### src/rtl/fp_csr_unit_pkg.sv
// fp_csr_unit_pkg: shared types and constants for the FP CSR unit.
//   Flags       - per-instruction exception/result code from the execution units
//   FCSR_*      - CSR addresses for fflags / frm / fcsr
//   FcsrOp      - CSR operation encoding (value 3 is treated as illegal)
//   FFLAG_*     - bit positions inside the 5-bit accrued fflags vector
//   fcsrApply() - RW/RS/RC combine of old value and operand
package fp_csr_unit_pkg;

    typedef enum logic [3:0] {
        FLAGS_NONE          = 4'd0,
        FLAGS_BRK           = 4'd1,
        FLAGS_TRAP          = 4'd2,
        FLAGS_EXCEPT        = 4'd3,
        FLAGS_ILLEGAL_INSTR = 4'd4,
        FLAGS_FP_NX         = 4'd5,
        FLAGS_FP_UF         = 4'd6,
        FLAGS_FP_OF         = 4'd7,
        FLAGS_FP_DZ         = 4'd8,
        FLAGS_FP_NV         = 4'd9,
        FLAGS_ORDERING      = 4'd10
    } Flags;

    localparam logic [11:0] FCSR_FFLAGS = 12'h001;
    localparam logic [11:0] FCSR_FRM    = 12'h002;
    localparam logic [11:0] FCSR_FCSR   = 12'h003;

    typedef enum logic [1:0] {
        FCSR_RW = 2'd0,
        FCSR_RS = 2'd1,
        FCSR_RC = 2'd2
    } FcsrOp;

    localparam int FFLAG_NX = 0;
    localparam int FFLAG_UF = 1;
    localparam int FFLAG_OF = 2;
    localparam int FFLAG_DZ = 3;
    localparam int FFLAG_NV = 4;

    // Only the low byte of any FP CSR is architected, so the combine is done
    // on 8 bits and callers truncate further to the target field.
    function automatic logic [7:0] fcsrApply(input logic [1:0] op,
                                             input logic [7:0] old,
                                             input logic [7:0] d);
        case (op)
            FCSR_RW: fcsrApply = d;
            FCSR_RS: fcsrApply = old | d;
            default: fcsrApply = old & ~d;
        endcase
    endfunction

endpackage

### src/rtl/fp_csr_unit_if.sv
// fp_csr_unit_if: CSR request/response channel into the FP CSR unit.
//   master - CSR path: drives IN_csr*, observes ready and the response
//   slave  - fp_csr_unit: drives OUT_csrReady and the single-cycle response
interface fp_csr_unit_if;
    logic        IN_csrValid;
    logic        OUT_csrReady;
    logic [11:0] IN_csrAddr;
    logic [1:0]  IN_csrOp;
    logic [31:0] IN_csrData;
    logic        OUT_csrValid;
    logic [31:0] OUT_csrData;
    logic        OUT_csrIllegal;

    modport master (
        output IN_csrValid, IN_csrAddr, IN_csrOp, IN_csrData,
        input  OUT_csrReady, OUT_csrValid, OUT_csrData, OUT_csrIllegal
    );

    modport slave (
        input  IN_csrValid, IN_csrAddr, IN_csrOp, IN_csrData,
        output OUT_csrReady, OUT_csrValid, OUT_csrData, OUT_csrIllegal
    );
endinterface

### src/rtl/fp_csr_unit_flags_decode.sv
// fp_flags_decode: combinational Flags code -> one-hot fflags bit.
//   IN_flags - committed Flags code for one slot
//   OUT_mask - 5-bit fflags contribution (zero for non-FP codes)
module fp_flags_decode
    import fp_csr_unit_pkg::*;
(
    input  Flags       IN_flags,
    output logic [4:0] OUT_mask
);
    always_comb begin
        OUT_mask = '0;
        case (IN_flags)
            FLAGS_FP_NX: OUT_mask[FFLAG_NX] = 1'b1;
            FLAGS_FP_UF: OUT_mask[FFLAG_UF] = 1'b1;
            FLAGS_FP_OF: OUT_mask[FFLAG_OF] = 1'b1;
            FLAGS_FP_DZ: OUT_mask[FFLAG_DZ] = 1'b1;
            FLAGS_FP_NV: OUT_mask[FFLAG_NV] = 1'b1;
            default:     OUT_mask = '0;
        endcase
    end
endmodule

### src/rtl/fp_csr_unit.sv
// fp_csr_unit: owns frm and accrued fflags.
//   clk, rst         - clock, synchronous active-low reset
//   IN_comValid/Flags- per-slot committed FP instruction and its Flags code
//   csr              - CSR request/response channel (fp_csr_unit_if.slave)
//   OUT_fRoundMode   - current frm; OUT_frmInvalid when frm is 5..7
//   OUT_fflags       - current accrued flags
//   OUT_fsDirty      - one-cycle pulse on any frm/fflags value change, only
//                      when FP_CSR_FS_DIRTY_EN is defined (else tied to 0)
module fp_csr_unit
    import fp_csr_unit_pkg::*;
#(
    parameter int NUM_COMMIT = 4
) (
    input  logic                  clk,
    input  logic                  rst,
    input  logic [NUM_COMMIT-1:0] IN_comValid,
    input  Flags [NUM_COMMIT-1:0] IN_comFlags,
    fp_csr_unit_if.slave          csr,
    output logic [2:0]            OUT_fRoundMode,
    output logic                  OUT_frmInvalid,
    output logic [4:0]            OUT_fflags,
    output logic                  OUT_fsDirty
);
    logic [2:0] frm, frmNext;
    logic [4:0] fflags, fflagsNext;

    // Per-slot decode, masked by slot valid.
    logic [NUM_COMMIT-1:0][4:0] slotMask;
    for (genvar gi = 0; gi < NUM_COMMIT; gi++) begin : gSlot
        logic [4:0] dec;
        fp_flags_decode uDec (.IN_flags(IN_comFlags[gi]), .OUT_mask(dec));
        assign slotMask[gi] = IN_comValid[gi] ? dec : 5'b0;
    end

    logic [4:0] comMask;
    always_comb begin
        comMask = '0;
        for (int i = 0; i < NUM_COMMIT; i++) comMask |= slotMask[i];
    end

    // S1 holds flags of already-committed instructions; CSR accesses stall
    // behind it so a read never misses an older accrual.
    logic       s1Valid;
    logic [4:0] s1Mask;
    always_ff @(posedge clk) begin
        if (!rst) begin
            s1Valid <= 1'b0;
            s1Mask  <= '0;
        end else begin
            s1Valid <= |comMask;
            s1Mask  <= comMask;
        end
    end

    assign csr.OUT_csrReady = !s1Valid;
    logic csrFire;
    assign csrFire = csr.IN_csrValid && !s1Valid;

    logic        hitFflags, hitFrm, hitFcsr, legal;
    logic [31:0] oldVal;
    logic [7:0]  newVal;
    always_comb begin
        hitFflags = csr.IN_csrAddr == FCSR_FFLAGS;
        hitFrm    = csr.IN_csrAddr == FCSR_FRM;
        hitFcsr   = csr.IN_csrAddr == FCSR_FCSR;
        legal     = (hitFflags || hitFrm || hitFcsr) && (csr.IN_csrOp != 2'd3);
        oldVal    = '0;
        if (hitFflags) oldVal = {27'b0, fflags};
        if (hitFrm)    oldVal = {29'b0, frm};
        if (hitFcsr)   oldVal = {24'b0, frm, fflags};
        newVal     = fcsrApply(csr.IN_csrOp, oldVal[7:0], csr.IN_csrData[7:0]);
        frmNext    = frm;
        fflagsNext = fflags;
        // A CSR write and an S1 drain never share a cycle (ready is low while
        // S1 is valid); same-cycle commits land in S1 and OR in afterwards.
        if (csrFire && legal) begin
            if (hitFflags) fflagsNext = newVal[4:0];
            if (hitFrm)    frmNext    = newVal[2:0];
            if (hitFcsr) begin
                frmNext    = newVal[7:5];
                fflagsNext = newVal[4:0];
            end
        end else if (s1Valid) begin
            fflagsNext = fflags | s1Mask;
        end
    end

    always_ff @(posedge clk) begin
        if (!rst) begin
            frm                <= '0;
            fflags             <= '0;
            csr.OUT_csrValid   <= 1'b0;
            csr.OUT_csrIllegal <= 1'b0;
            csr.OUT_csrData    <= '0;
        end else begin
            frm                <= frmNext;
            fflags             <= fflagsNext;
            csr.OUT_csrValid   <= csrFire;
            csr.OUT_csrIllegal <= csrFire && !legal;
            if (csrFire) csr.OUT_csrData <= legal ? oldVal : 32'b0;
        end
    end

    assign OUT_fRoundMode = frm;
    assign OUT_frmInvalid = frm >= 3'b101;
    assign OUT_fflags     = fflags;

`ifdef FP_CSR_FS_DIRTY_EN
    // Registered alongside frm/fflags so the pulse lines up with the new value.
    always_ff @(posedge clk) begin
        if (!rst) OUT_fsDirty <= 1'b0;
        else      OUT_fsDirty <= (frmNext != frm) || (fflagsNext != fflags);
    end
`else
    assign OUT_fsDirty = 1'b0;
`endif

endmodule

### src/flat_wrapper.sv
// flat-port wrapper written by rule: the top's interface ports become plain ports
module fp_csr_unit_flat import fp_csr_unit_pkg::*;
#(
    parameter int NUM_COMMIT = 4
)
  (clk, rst, IN_comValid, IN_comFlags, OUT_fRoundMode, OUT_frmInvalid, OUT_fflags, OUT_fsDirty, csr_IN_csrValid, csr_IN_csrAddr, csr_IN_csrOp, csr_IN_csrData, csr_OUT_csrReady, csr_OUT_csrValid, csr_OUT_csrData, csr_OUT_csrIllegal);
  fp_csr_unit_if csr_i ();
  input  logic clk;
  input  logic rst;
  input  logic [NUM_COMMIT-1:0] IN_comValid;
  input  Flags [NUM_COMMIT-1:0] IN_comFlags;
  output logic [2:0] OUT_fRoundMode;
  output logic OUT_frmInvalid;
  output logic [4:0] OUT_fflags;
  output logic OUT_fsDirty;
  input wire logic [$bits(csr_i.IN_csrValid)-1:0] csr_IN_csrValid;
  input wire logic [$bits(csr_i.IN_csrAddr)-1:0] csr_IN_csrAddr;
  input wire logic [$bits(csr_i.IN_csrOp)-1:0] csr_IN_csrOp;
  input wire logic [$bits(csr_i.IN_csrData)-1:0] csr_IN_csrData;
  output wire logic [$bits(csr_i.OUT_csrReady)-1:0] csr_OUT_csrReady;
  output wire logic [$bits(csr_i.OUT_csrValid)-1:0] csr_OUT_csrValid;
  output wire logic [$bits(csr_i.OUT_csrData)-1:0] csr_OUT_csrData;
  output wire logic [$bits(csr_i.OUT_csrIllegal)-1:0] csr_OUT_csrIllegal;
  assign csr_i.IN_csrValid = csr_IN_csrValid;
  assign csr_i.IN_csrAddr = csr_IN_csrAddr;
  assign csr_i.IN_csrOp = csr_IN_csrOp;
  assign csr_i.IN_csrData = csr_IN_csrData;
  assign csr_OUT_csrReady = csr_i.OUT_csrReady;
  assign csr_OUT_csrValid = csr_i.OUT_csrValid;
  assign csr_OUT_csrData = csr_i.OUT_csrData;
  assign csr_OUT_csrIllegal = csr_i.OUT_csrIllegal;
  fp_csr_unit #(.NUM_COMMIT(NUM_COMMIT)) u_core (.clk(clk), .rst(rst), .IN_comValid(IN_comValid), .IN_comFlags(IN_comFlags), .csr(csr_i), .OUT_fRoundMode(OUT_fRoundMode), .OUT_frmInvalid(OUT_frmInvalid), .OUT_fflags(OUT_fflags), .OUT_fsDirty(OUT_fsDirty));
endmodule
### config.mk
export PLATFORM = sky130hd
export DESIGN_NAME = fp_csr_unit_flat
export DESIGN_NICKNAME = d
export VERILOG_FILES = /design/src/rtl/fp_csr_unit_pkg.sv /design/src/rtl/fp_csr_unit_if.sv /design/src/rtl/fp_csr_unit_flags_decode.sv /design/src/rtl/fp_csr_unit.sv /design/src/flat_wrapper.sv
export SDC_FILE = /design/constraint.sdc
export NUM_CORES = 1
export LEC_CHECK = 0
export ABC_AREA = 0
export BUFFER_PORTS_ARGS = -buffer_cell sky130_fd_sc_hd__buf_2
export CAP_MARGIN = 20
export CORE_ASPECT_RATIO = 0.6
export CORE_MARGIN = 3
export CORE_UTILIZATION = 30
export CTS_CLUSTER_DIAMETER = 40
export DETAILED_ROUTE_END_ITERATION = 6
export HOLD_SLACK_MARGIN = 0.03
export PLACE_DENSITY = 0.67
export RECOVER_POWER = 25
export SLEW_MARGIN = 20
export SYNTH_ARGS = -nofsm -noshare
export SYNTH_HDL_FRONTEND = slang
export SYNTH_SLANG_ARGS = --single-unit
### constraint.sdc
create_clock -name clk -period 3 [get_ports clk]
set_input_delay 0.6 -clock clk [delete_from_list [all_inputs] [get_ports clk]]
set_output_delay 0.6 -clock clk [all_outputs]
set_load 0.03 [all_outputs]
# [Word level (Yosys, flattened, before mapping)]
# Cells that the tools add are included.
[totals] word_cells=90 ff_bits=48 inputBits=69 output_inout_bits=45
[op_classes] magnitude_cmp=1 n_eq_ne=26 bitwise=7 n_mux=35 n_reduce_logical=14
[op_table] operator="2-to-1 mux 5 bit" n=10
[op_table] operator="== test 4 x 3 -> 1 bit, second input constant" n=12
[op_table] operator="== test 4 bit, second input constant" n=8
[op_table] operator="== test 12 x 2 -> 1 bit, second input constant" n=2
[op_table] operator="2-to-1 mux 1 bit" n=20
[op_table] operator="OR 5 bit" n=4
[op_table] operator="2-to-1 mux 8 bit" n=2
[op_table] operator="case mux 8 bit (2 select lines)" n=1
[op_table] operator="== test 12 x 1 -> 1 bit, second input constant" n=1
[op_table] operator="AND 8 bit" n=1
[op_table] operator="NOT 8 bit" n=1
[op_table] operator="OR 8 bit" n=1
[op_table] operator="2-to-1 mux 3 bit" n=2
[op_table] operator="OR reduction 5 bit" n=1
[op_table] operator="logical AND 1 bit" n=4
[op_table] operator="AND reduction 2 bit" n=2
[op_table] operator="nonzero test 2 bit" n=2
[op_table] operator="greater-or-equal comparator 3 bit, second input constant" n=1
[op_table] operator="!= test 3 x 1 -> 1 bit, second input constant" n=1
[op_table] operator="== test 2 x 1 -> 1 bit, second input constant" n=1
[op_table] operator="logical NOT 1 bit" n=2
[op_table] operator="logical NOT 2 bit" n=1
[op_table] operator="logical OR 1 bit" n=2
[op_table] operator="!= test 2 bit, second input constant" n=1

# [Logic depth before layout (Yosys ltp)]
# Gate-level depths: netlist of the first run.
[logic_depth] ltp_word=9 mapped_depth=7 mapped_depth_nobuf=5

# [Modules after synthesis]
# Synthesis of the first run repeated with hierarchy kept, for this count alone.
[hier_totals] cells_unflattened=201 area_unflattened_um2=1803.0
[by_module_without_submodules] mod="fp_csr_unit" cells_per_inst=181 instances=1 area_each_um2=1547.7 seq_area_each_um2=480.5
[by_module_without_submodules] mod="fp_flags_decode" cells_per_inst=5 instances=4 area_each_um2=63.8 seq_area_each_um2=0.0

# [Least setup slack after synthesis of the first run]
# No wires, ideal clock.
[synth_path] path_kind="input to register" start="input port csr_IN_csrAddr[7]" end="register u_core.fflags[4] (netlist: u_core.OUT_fflags[4])" t_arrival_ps=1660 path_slack_ps=1218 setup_time_ps=122 stages=5 path_cell_list="nor4_2 -> and3_1 -> buf_4 -> nand4_1 -> o311a_1"
[synth_between] elab_chain_len=9 word_cells_on_any_way=19 cone_classes="eq/ne (4); mux (7); bitwise (2); reduce/logical (6)"
[synth_lines] item="start, declared" line="flat_wrapper.sv:17" source="input wire logic [$bits(csr_i.IN_csrAddr)-1:0] csr_IN_csrAddr;"
[synth_lines] item="== test 12 x 1 -> 1 bit" line="fp_csr_unit.sv:63" source="hitFflags = csr.IN_csrAddr == FCSR_FFLAGS;"
[synth_lines] item="2-to-1 mux 5 bit" line="fp_csr_unit.sv:68" source="if (hitFflags) oldVal = {27'b0, fflags};"
[synth_lines] item="2-to-1 mux 5 bit" line="fp_csr_unit.sv:69" source="if (hitFrm) oldVal = {29'b0, frm};"
[synth_lines] item="2-to-1 mux 8 bit" line="fp_csr_unit.sv:70" source="if (hitFcsr) oldVal = {24'b0, frm, fflags};"
[synth_lines] item="AND 8 bit or OR 8 bit (tied branches)" line="fp_csr_unit_pkg.sv:47, fp_csr_unit_pkg.sv:46"
[synth_lines] item="case mux 8 bit (2 select lines)" line="fp_csr_unit_pkg.sv:44" source="case (op)"
[synth_lines] item="2-to-1 mux 5 bit" line="fp_csr_unit.sv:77" source="if (hitFflags) fflagsNext = newVal[4:0];"
[synth_lines] item="2-to-1 mux 5 bit" line="fp_csr_unit.sv:79" source="if (hitFcsr) begin"
[synth_lines] item="2-to-1 mux 5 bit" line="fp_csr_unit.sv:76" source="if (csrFire && legal) begin"
[synth_lines] item="end signal, assigned" line="fp_csr_unit.sv:97" source="fflags <= fflagsNext;"
[synth_lines] item="end, declared" line="fp_csr_unit.sv:25" source="logic [4:0] fflags, fflagsNext;"
# Parallel ways exist; a longest one is shown, timed or not. The select of a mux whose other input is x is not followed.
# A chain may end at the register's enable or synchronous reset.

# [Worst setup path after layout of the first run]
[layout_path] start="input port csr_IN_csrAddr[0]" end="register u_core.fflags[0] (netlist: u_core.OUT_fflags[0])"
# Same word-level chain as after synthesis.

==> results of run 1 <==
-- where the power goes --
part	switching, W	internal, W	total (W)	leakage (nW)
logic	0.000110	0.0000467	0.000157	0.669
clock network	0.000100	0.000117	0.000217	0.0288
registers	0.00000402	0.000325	0.000329	0.194
-- cell families after synthesis --
| logic type | count (synthesis) | synth area share [%] |
|---|---|---|
| DFF | 24 | 30.5 |
| AOI/OAI and AO/OA | 46 | 22.5 |
| muxes | 7 | 4.44 |
| other | 1 | 0.238 |
| and+or+nand+nor | 73 | 26.2 |
| buffers and inverters | 40 | 16.1 |
-- per-layer routing --
metal	track usage (%)	vias to the layer above
met4	3.07	0
met3	4.25	4
met1	21.0	736
li1	-	767
met5	0	-
met2	18.5	71
-- worst max path at each step --
stage,from,endpoint,slack [ps],depth (start not counted)
6_report,csr_IN_csrAddr[0],u_core.OUT_fflags[0],1120,5
5_1_grt,csr_IN_csrAddr[0],u_core.OUT_fflags[2],1030,5
4_1_cts,csr_IN_csrAddr[0],u_core.OUT_fflags[0],1110,5
3_5_place_dp,csr_IN_csrAddr[0],u_core.OUT_fflags[0],820,5
3_3_place_gp,csr_IN_csrAddr[7],u_core.OUT_fflags[4],880,5
2_1_floorplan,csr_IN_csrAddr[7],u_core.OUT_fflags[4],1220,5
-- final cells by class --
cell class                      instances  share of cell area [%]
Inverter                                8                    1.59
Timing Repair Buffer                   64                    16.6
Tap cell                               63                    4.17
Multi-Input combinational cell        151                    49.3
Clock buffer                            4                    2.91
Sequential cell                        24                    25.4
-- cells in the mapped netlist, types with 4 or more instances --
library cell	count	share of area [%]
buf_4	27	13
nor2_1	27	6.4
dfxtp_1	24	30
nand2_1	10	2.4
inv_1	8	1.9
a21oi_1	7	2.2
mux2i_1	7	4.4
and3b_1	6	3.3
a22oi_1	5	2.4
nor2b_1	4	1.6
o21ai_0	4	1.3
o21bai_1	4	1.9
o311a_1	4	2.5
-- flip-flops by register name, indices dropped and copies added (netlist names) --
name / flops
u_core.csr.OUT_csrValid: 1
u_core.s1Valid: 1
u_core.OUT_fflags: 5
u_core.OUT_fRoundMode: 3
u_core.csr.OUT_csrIllegal: 1
u_core.csr.OUT_csrData: 8
u_core.s1Mask: 5
-- through the flow --
| stage | cells | instance area [µm²] | hold slack [ps] | setup WS [ps] | util [%] |
|---|---|---|---|---|---|
| 6_report | 314 | 1890 | 498 | 1120 | 39.3 |
| 5_1_grt | 314 | 1890 | 526 | 1030 | 39.3 |
| 3_5_place_dp | 310 | 1840 | 481 | 819 | 38.4 |
| 3_3_place_gp | 310 | 1840 | 478 | 877 | 38.4 |
| 4_1_cts | 314 | 1900 | 500 | 1110 | 39.5 |
| 2_1_floorplan | 215 | 1670 | 576 | 1220 | - |
-- worst max-delay path, stage by stage --
cell       delay, ps
buf_2            220
a2bb2oi_2        210
and4_1           450
nand2_1          170
o311a_1          380
==> metrics, run 1 <==
CP max FO=13; H-tree Lvls=1; Worst R2R Path Depth=4; share of layout cells above drive strength 1=26.7%; Initial Utilization=32.8%; Rows=19; Main synth FF type=dfxtp_1; hold-fix buffers at CTS=0; Critical Path Sink Type=flop; status=completed; Tcrit/Tclk final=62.7%; Req. time, crit path=3160 ps; maximum capacitance violations=0; EDFF count, synth=0; Sink Count=24; post-synthesis async set-or-reset flop share=0%; Tot GR Track Use=13.8%; Clock Skew=2.57 ps; sink of the worst hold path=u_core.csr.OUT_csrData[1]; via count=1578; Die Footprint=6190 µm²; clock root cell=clkbuf_8; Hold Vio Cnt, Final=0; First-pass DRT Iterations=4; top layer in use=met4; cts bufs inserted=3; most common cell after layout, fill and taps aside=buf_2; I/O Buffers=64; Setup Buffers After CTS=0; register area=480 µm²; Worst EP arrival=2040 ps; RD Place Congestion=0.881; P per Cell Area=372 nW/µm²; Met2 Routed Length=1760 µm; Tightest Hold Check Type=reg2reg; drt drc=0; RR Startpoint=u_core.s1Valid; global-route wire length before repair=7000 µm; initial antenna violation count=0; register area share after synthesis=30.5%; FF-to-FF End=u_core.OUT_fflags[0]; critical path class=in2reg; die width=99.6 µm; Tot Pwr=0.000703 W; number of I/O pins=114; hold depth=2; die height=62.2 µm; post_cts resized=0; Diodes inserted=0; DR vias/cell=5.03; Multi-input gate area=932 µm²; Total Wirelength=4430 µm; Peak VDD IR=0.157 mV; Clock Path Buffers=2; setup_tns=0 ps; vias in the first global route=1426; CTS tree=done; Period minus WS final=1880 ps; Area growth, synth to finish=19.8%; #FFs+latches synth=24; Post-Syn Instances=191; largest net degree at the start of global routing=16; Starting DRT DRC Count=160; drt wl/cell=14.1 µm; core footprint=4800 µm²; Routed Antenna Nets=0; hold wc startpoint=u_core.csr.OUT_csrData[1]; met3 wire len=433 µm; Layout fillers=510; commonest cells after routing, fill and taps aside=buf_2 (58), nor2_1 (27), conb_1 (25), dfxtp_1 (24), nand2_1 (10); Syn. warnings=0; Metal-1 WL=2210 µm; mapped cell area=1580 µm²; Final Slew Violations=0; Setup Viol. Count Final=0; Clock transition at path regs=80 ps; synthesized area per cell=8.25 µm²; RSZ-0062 raised after global routing=no; post-DP HPWL=3650 µm; P_leak=0.892 nW; grt ovf=0; r2r setup slk=1280 ps; f_max=532 MHz; # nets final=321; synth unique cells=43; worst skew pair latency=270 ps; Setup crit start kind=input port
Note: power is estimated with default switching activity, not from simulation.
==> inputs of run 2 (changes only) <==
==> constraint.sdc (replaced) <==
create_clock -name clk -period 1.8 [get_ports clk]
set_input_delay 0.36 -clock clk [delete_from_list [all_inputs] [get_ports clk]]
set_output_delay 0.36 -clock clk [all_outputs]
set_load 0.03 [all_outputs]
==> run 2 against run 1 <==
Die area did not move. Critical path type is now reg2reg. Combinational power rose by 70%. Non-clock buffer count grew 10. Routed wire length increased by 0.38%. Total power grew 83%. Worst hold slack got worse by 100 ps. Register-to-register slack lost 1100 ps. Count of clock-buffer cells in the layout is 1 lower.
==> metrics, run 2 (synthesized netlist as in run 1, its figures left out) <==
critical path class=reg2reg (was in2reg); die height=62.2 µm (unchanged); non-filler cells, final=324 (was 314); post_cts resized=0 (unchanged); post-DP HPWL=3730 µm (was 3650 µm); hold-fix buffers at CTS=0 (unchanged); Diodes inserted=0 (unchanged); commonest cells after routing, fill and taps aside=buf_2 (59), nor2_1 (27), conb_1 (25), dfxtp_1 (24) (was buf_2 (58), nor2_1 (27), conb_1 (25), dfxtp_1 (24), nand2_1 (10)); RR Startpoint=u_core.s1Valid (unchanged); via count=1577 (was 1578); sink of the worst hold path=u_core.s1Mask[2] (was u_core.csr.OUT_csrData[1]); CTS tree=done (unchanged); most common cell after layout, fill and taps aside=buf_2 (unchanged); Clock Path Buffers=2 (unchanged); grt ovf=0 (unchanged); Rows=19 (unchanged); setup_tns=0 ps (unchanged); number of I/O pins=114 (unchanged); Initial Utilization=32.8% (unchanged); Total Wirelength=4450 µm (was 4430 µm); FF-to-FF End=u_core.OUT_fflags[0] (unchanged); Tightest Hold Check Type=in2reg (was reg2reg); DR vias/cell=4.87 (was 5.03); Cells after DPL=320 (was 310); largest net degree at the start of global routing=16 (unchanged); Peak VDD IR=0.297 mV (was 0.157 mV); vias in the first global route=1510 (was 1426); core footprint=4800 µm² (unchanged); Final Slew Violations=0 (unchanged); Tcrit/Tclk final=89.6%; Setup Viol. Count Final=0 (unchanged); Setup crit start kind=flop (was input port); Clock transition at path regs=90 ps (was 80 ps); Tot GR Track Use=14.0% (was 13.8%); Die Footprint=6190 µm² (unchanged); CP max FO=6 (was 13); Area growth, synth to finish=25.7% (was 19.8%); max reg flops=8 (unchanged); share of layout cells above drive strength 1=29.9% (was 26.7%); Layout fillers=517 (was 510); Worst R2R Path Depth=4 (unchanged); # nets final=331 (was 321); Final Cell Area=1980 µm² (was 1890 µm²); H-tree Lvls=1 (unchanged); Placed Area=1920 µm² (was 1840 µm²); f_max=620 MHz; RSZ-0062 raised after global routing=no (unchanged); cts bufs inserted=3 (unchanged); Clock Skew=8.21 ps (was 2.57 ps); worst skew pair latency=270 ps (about the same); P per Cell Area=649 nW/µm² (was 372 nW/µm²); Reg with most FFs=u_core.csr.OUT_csrData (unchanged); RD Place Congestion=0.960 (was 0.881); Sink Count=24 (unchanged); Starting DRT DRC Count=133 (was 160); First-pass DRT Iterations=4 (unchanged); maximum capacitance violations=0 (unchanged); Hold Vio Cnt, Final=0 (unchanged); Critical Path Sink Type=flop (unchanged); Routed Antenna Nets=0 (unchanged); r2r setup slk=190 ps (was 1280 ps); Setup Buffers After CTS=0 (unchanged); drt drc=0 (unchanged); Period minus WS final=1610 ps; I/O Buffers=64 (unchanged); clock root cell=clkbuf_8 (unchanged); die width=99.6 µm (unchanged); Final Core Density=41.3% (was 39.3%); hold wc startpoint=IN_comFlags[13] (was u_core.csr.OUT_csrData[1]); Worst EP arrival=1770 ps (was 2040 ps); status=completed (unchanged); Req. time, crit path=1960 ps (was 3160 ps); P_leak=0.951 nW (was 0.892 nW); initial antenna violation count=0 (unchanged); global-route wire length before repair=7070 µm (was 7000 µm); drt wl/cell=13.7 µm (was 14.1 µm); hold depth=3 (was 2)
-- run 2: cell count changes in the layout (fill, tap and decap cells not counted), sizes merged --
cell    delta
buf       +11
bufinv     +1
clkbuf     -2
-- run 2: stage by stage --
| stage | hold WS, ps | total power (W) | setup WS [ps] |
|---|---|---|---|
| after detailed placement | 488 | 0.000825 | -7.82 |
| after CTS | 394 | 0.00129 | 184 |
| after global routing | 414 | 0.00134 | 46.0 |
| after global placement | 476 | 0.000823 | 29.0 |
| final | 397 | 0.00129 | 187 |
| after floorplan | 536 | 0.000768 | 258 |
-- run 2: layer usage --
layer | track usage (%) | wire length [µm] | vias to the layer above
met1 | 21.0 | 2150 | 720
met2 | 19.5 | 1800 | 71
li1 | - | - | 784
met5 | 0 | 0 | -
met3 | 4.25 | 478 | 2
met4 | 2.56 | 18 | 0
-- run 2: worst max-delay path by stage --
stage	startpoint	end	slack [ps]	cells past startpoint
after floorplan	csr_IN_csrAddr[7]	u_core.OUT_fflags[4]	260	5
after global placement	csr_IN_csrAddr[3]	u_core.OUT_fflags[4]	30	5
after detailed placement	csr_IN_csrAddr[3]	u_core.OUT_fflags[4]	-8	5
after CTS	u_core.s1Valid	u_core.OUT_fflags[0]	180	4
after global routing	u_core.s1Valid	u_core.OUT_fflags[0]	50	4
final	u_core.s1Valid	u_core.OUT_fflags[0]	190	4
-- run 2: area by class of cell --
class	count	area, µm²	area share [%]
multi-input cells	151	932	47.0
clock buffers	3	41.3	2.08
inverters	8	30.0	1.52
repair buffers	74	389	19.6
clock inverters	1	30.0	1.52
flip-flops and latches	24	480	24.2
well taps	63	78.8	3.98
-- run 2: worst max-delay path: stages (launching register included) --
cell     delay, ps
dfxtp_1        350
nor4b_1        240
and4_1         380
nand2_1        150
o311a_1        380
-- run 2: power by group --
group	switching [W]	total (W)	internal (W)
combinational	0.000184	0.000267	0.0000825
sequential	0.00000662	0.000549	0.000542
clock	0.000173	0.000470	0.000297
total	0.000364	0.00129	0.000922
==> inputs of run 3 (changes only) <==
--- a/config.mk
+++ b/config.mk
@@ -16,6 +16,7 @@
 export HOLD_SLACK_MARGIN = 0.03
 export PLACE_DENSITY = 0.67
 export RECOVER_POWER = 25
+export SETUP_SLACK_MARGIN = 0.3
 export SLEW_MARGIN = 20
 export SYNTH_ARGS = -nofsm -noshare
 export SYNTH_HDL_FRONTEND = slang
==> run 3 against run 2 <==
Fmax increased by 11%. Routed wire length increased by 0.34%. Global-route usage decreased by 0.52 points. Utilization increased by 1.8 points. Critical path type is now in2reg. Critical endpoint is now u_core.csr.OUT_csrData[0]. Largest cell class unchanged. Highest routed layer unchanged.
==> metrics, run 3 (synthesized netlist as in run 1, its figures left out) <==
status=completed (unchanged); Tot GR Track Use=13.4% (was 14.0%); Rows=19 (unchanged); hold-fix buffers at CTS=0 (unchanged); First-pass DRT Iterations=4 (unchanged); maximum capacitance violations=0 (unchanged); post-DP HPWL=3740 µm (was 3730 µm); drt drc=0 (unchanged); r2r setup slk=360 ps (was 190 ps); CP max FO=6 (unchanged); f_max=690 MHz (was 620 MHz); Clock Path Buffers=2 (unchanged); largest net degree at the start of global routing=16 (unchanged); P per Cell Area=581 nW/µm² (was 649 nW/µm²); Tcrit/Tclk final=80.5% (was 89.6%); Setup crit start kind=input port (was flop); RR Startpoint=u_core.s1Valid (unchanged); Cells after DPL=322 (was 320); Setup Viol. Count Final=0 (unchanged); vias in the first global route=1375 (was 1510); clock root cell=clkbuf_8 (unchanged); Multi-input gate area=997 µm² (was 932 µm²); hold wc startpoint=IN_comFlags[13] (unchanged); Sink Count=24 (unchanged); RSZ-0062 raised after global routing=yes (was no); Critical Path Sink Type=flop (unchanged); P_leak=0.976 nW (was 0.951 nW); sink of the worst hold path=u_core.s1Mask[2] (unchanged); Layout fillers=497 (was 517); Worst EP arrival=1640 ps (was 1770 ps); non-filler cells, final=327 (was 324); family with the most delay on the worst path=simple AND/OR/NAND/NOR gates (unchanged); Die Footprint=6190 µm² (unchanged); Starting DRT DRC Count=183 (was 133); switching pwr=0.000368 W (was 0.000364 W); drt wl/cell=13.6 µm (was 13.7 µm); Area growth, synth to finish=31.3% (was 25.7%); clock power share=30.1% (was 36.6%); FF-to-FF End=u_core.OUT_fRoundMode[0] (was u_core.OUT_fflags[0]); Tot Pwr=0.00120 W (was 0.00129 W); commonest cells after routing, fill and taps aside=buf_2 (57), nor2_1 (27), conb_1 (25), dfxtp_1 (23), buf_4 (13) (was buf_2 (59), nor2_1 (27), conb_1 (25), dfxtp_1 (24)); Final Core Density=43.1% (was 41.3%); H-tree Lvls=1 (unchanged); number of I/O pins=114 (unchanged); RD Place Congestion=0.970 (was 0.960); cts bufs inserted=3 (unchanged); most common cell after layout, fill and taps aside=buf_2 (unchanged); # nets final=334 (was 331); DR vias/cell=4.94 (was 4.87); critical path cell sequence=buf_2 > nor4_4 > and3_4 > nand4_1 > buf_4 > a2bb2oi_2 > nor2_1 (was nor4b_1 > and4_1 > nand2_1 > o311a_1); die width=99.6 µm (unchanged); via count=1617 (was 1577); Period minus WS final=1450 ps (was 1610 ps); initial antenna violation count=0 (unchanged); Clock transition at path regs=80 ps (was 90 ps); Final Slew Violations=0 (unchanged); Hold Vio Cnt, Final=0 (unchanged); M2 GR Usage=17.8% (was 19.5%); Diodes inserted=0 (unchanged); max reg flops=8 (unchanged); Req. time, crit path=1990 ps (was 1960 ps); CTS tree=done (unchanged); hold depth=3 (unchanged); register area=484 µm² (was 480 µm²); GR peak layer=met1 (unchanged); sequential group share of total power=45.8% (was 42.7%); Sw Ratio=30.6% (was 28.3%); critical path class=in2reg (was reg2reg); slowest cell delay on critical path=280 ps (was 380 ps); grt met3 use=3.80% (was 4.25%); grt ovf=0 (unchanged); worst skew pair latency=260 ps (was 270 ps); slowest CP cell=nor4_4 (was and4_1); share of layout cells above drive strength 1=33.7% (was 29.9%); Total Wirelength=4460 µm (was 4450 µm); Worst R2R Path Depth=6 (was 4); worst hold slack=418 ps (was 397 ps); internal power=0.000834 W (was 0.000922 W); Reg with most FFs=u_core.csr.OUT_csrData (unchanged); WP buf/inv=2 (was 0); Comb pwr share=24.1% (was 20.7%); Initial Utilization=32.8% (unchanged); I/O Buffers=64 (unchanged); Clock Skew=4.64 ps (was 8.21 ps); Peak VDD IR=0.347 mV (was 0.297 mV); grt met1 use=21.1% (was 21.0%); core footprint=4800 µm² (unchanged); global-route wire length before repair=6650 µm (was 7070 µm); die height=62.2 µm (unchanged); Routed Antenna Nets=0 (unchanged); Tightest Hold Check Type=in2reg (unchanged)
==> run 3: repair_timing <==
item | in CTS | in global routing
resized for setup | 4 | 13
gates cloned | 0 | 0
pin swaps | 1 | 5
buffers inserted | 0 | 1
endpoints found under the setup margin | 16 | 16
==> run 3: power groups by stage <==
stage	combinational (W)	clock, W	sequential (W)
after global routing	0.000313	0.000397	0.000551
after global placement	0.000268	0	0.000562
final	0.000290	0.000362	0.000550
after detailed placement	0.000270	0	0.000562
after floorplan	0.000201	0	0.000571
after CTS	0.000272	0.000369	0.000550
==> run 3: metrics by stage <==
stage	area, µm²	setup TNS [ps]	setup WS [ps]
6_report	2070	0	351
5_1_grt	2070	0	288
4_1_cts	2010	0	320
3_5_place_dp	1940	-68.5	-21.1
3_3_place_gp	1940	0	9.96
2_1_floorplan	1690	0	292
==> run 3: metal layers <==
| layer | vias to the layer above | part of all wire [%] |
|---|---|---|
| met3 | 4 | 8.6 |
| met2 | 70 | 39 |
| met5 | - | 0 |
| li1 | 803 | - |
| met4 | 0 | 0.47 |
| met1 | 740 | 52 |
==> run 3: cell type report <==
| type | instances | area share, % |
|---|---|---|
| multi-input cells | 151 | 48.2 |
| flip-flops and latches | 24 | 23.4 |
| repair buffers | 77 | 20.5 |
| well taps | 63 | 3.81 |
| clock buffers | 4 | 2.66 |
| inverters | 8 | 1.45 |
==> run 3: worst max-delay path by stage <==
stage,start,end,slack (ps),depth (start not counted)
detailed placement,csr_IN_csrAddr[7],u_core.csr.OUT_csrData[0],-20,7
finish,csr_IN_csrAddr[7],u_core.csr.OUT_csrData[0],350,7
global route,u_core.s1Valid,u_core.OUT_fRoundMode[0],290,6
floorplan,csr_IN_csrAddr[7],u_core.OUT_fflags[4],290,5
global placement,csr_IN_csrAddr[7],u_core.csr.OUT_csrData[0],10,7
CTS,u_core.s1Valid,u_core.OUT_fflags[2],320,4
==> run 3: tightest hold or removal path: stages <==
cell	delay (ps)
buf_2	100
a311oi_1	110
nor2_1	80
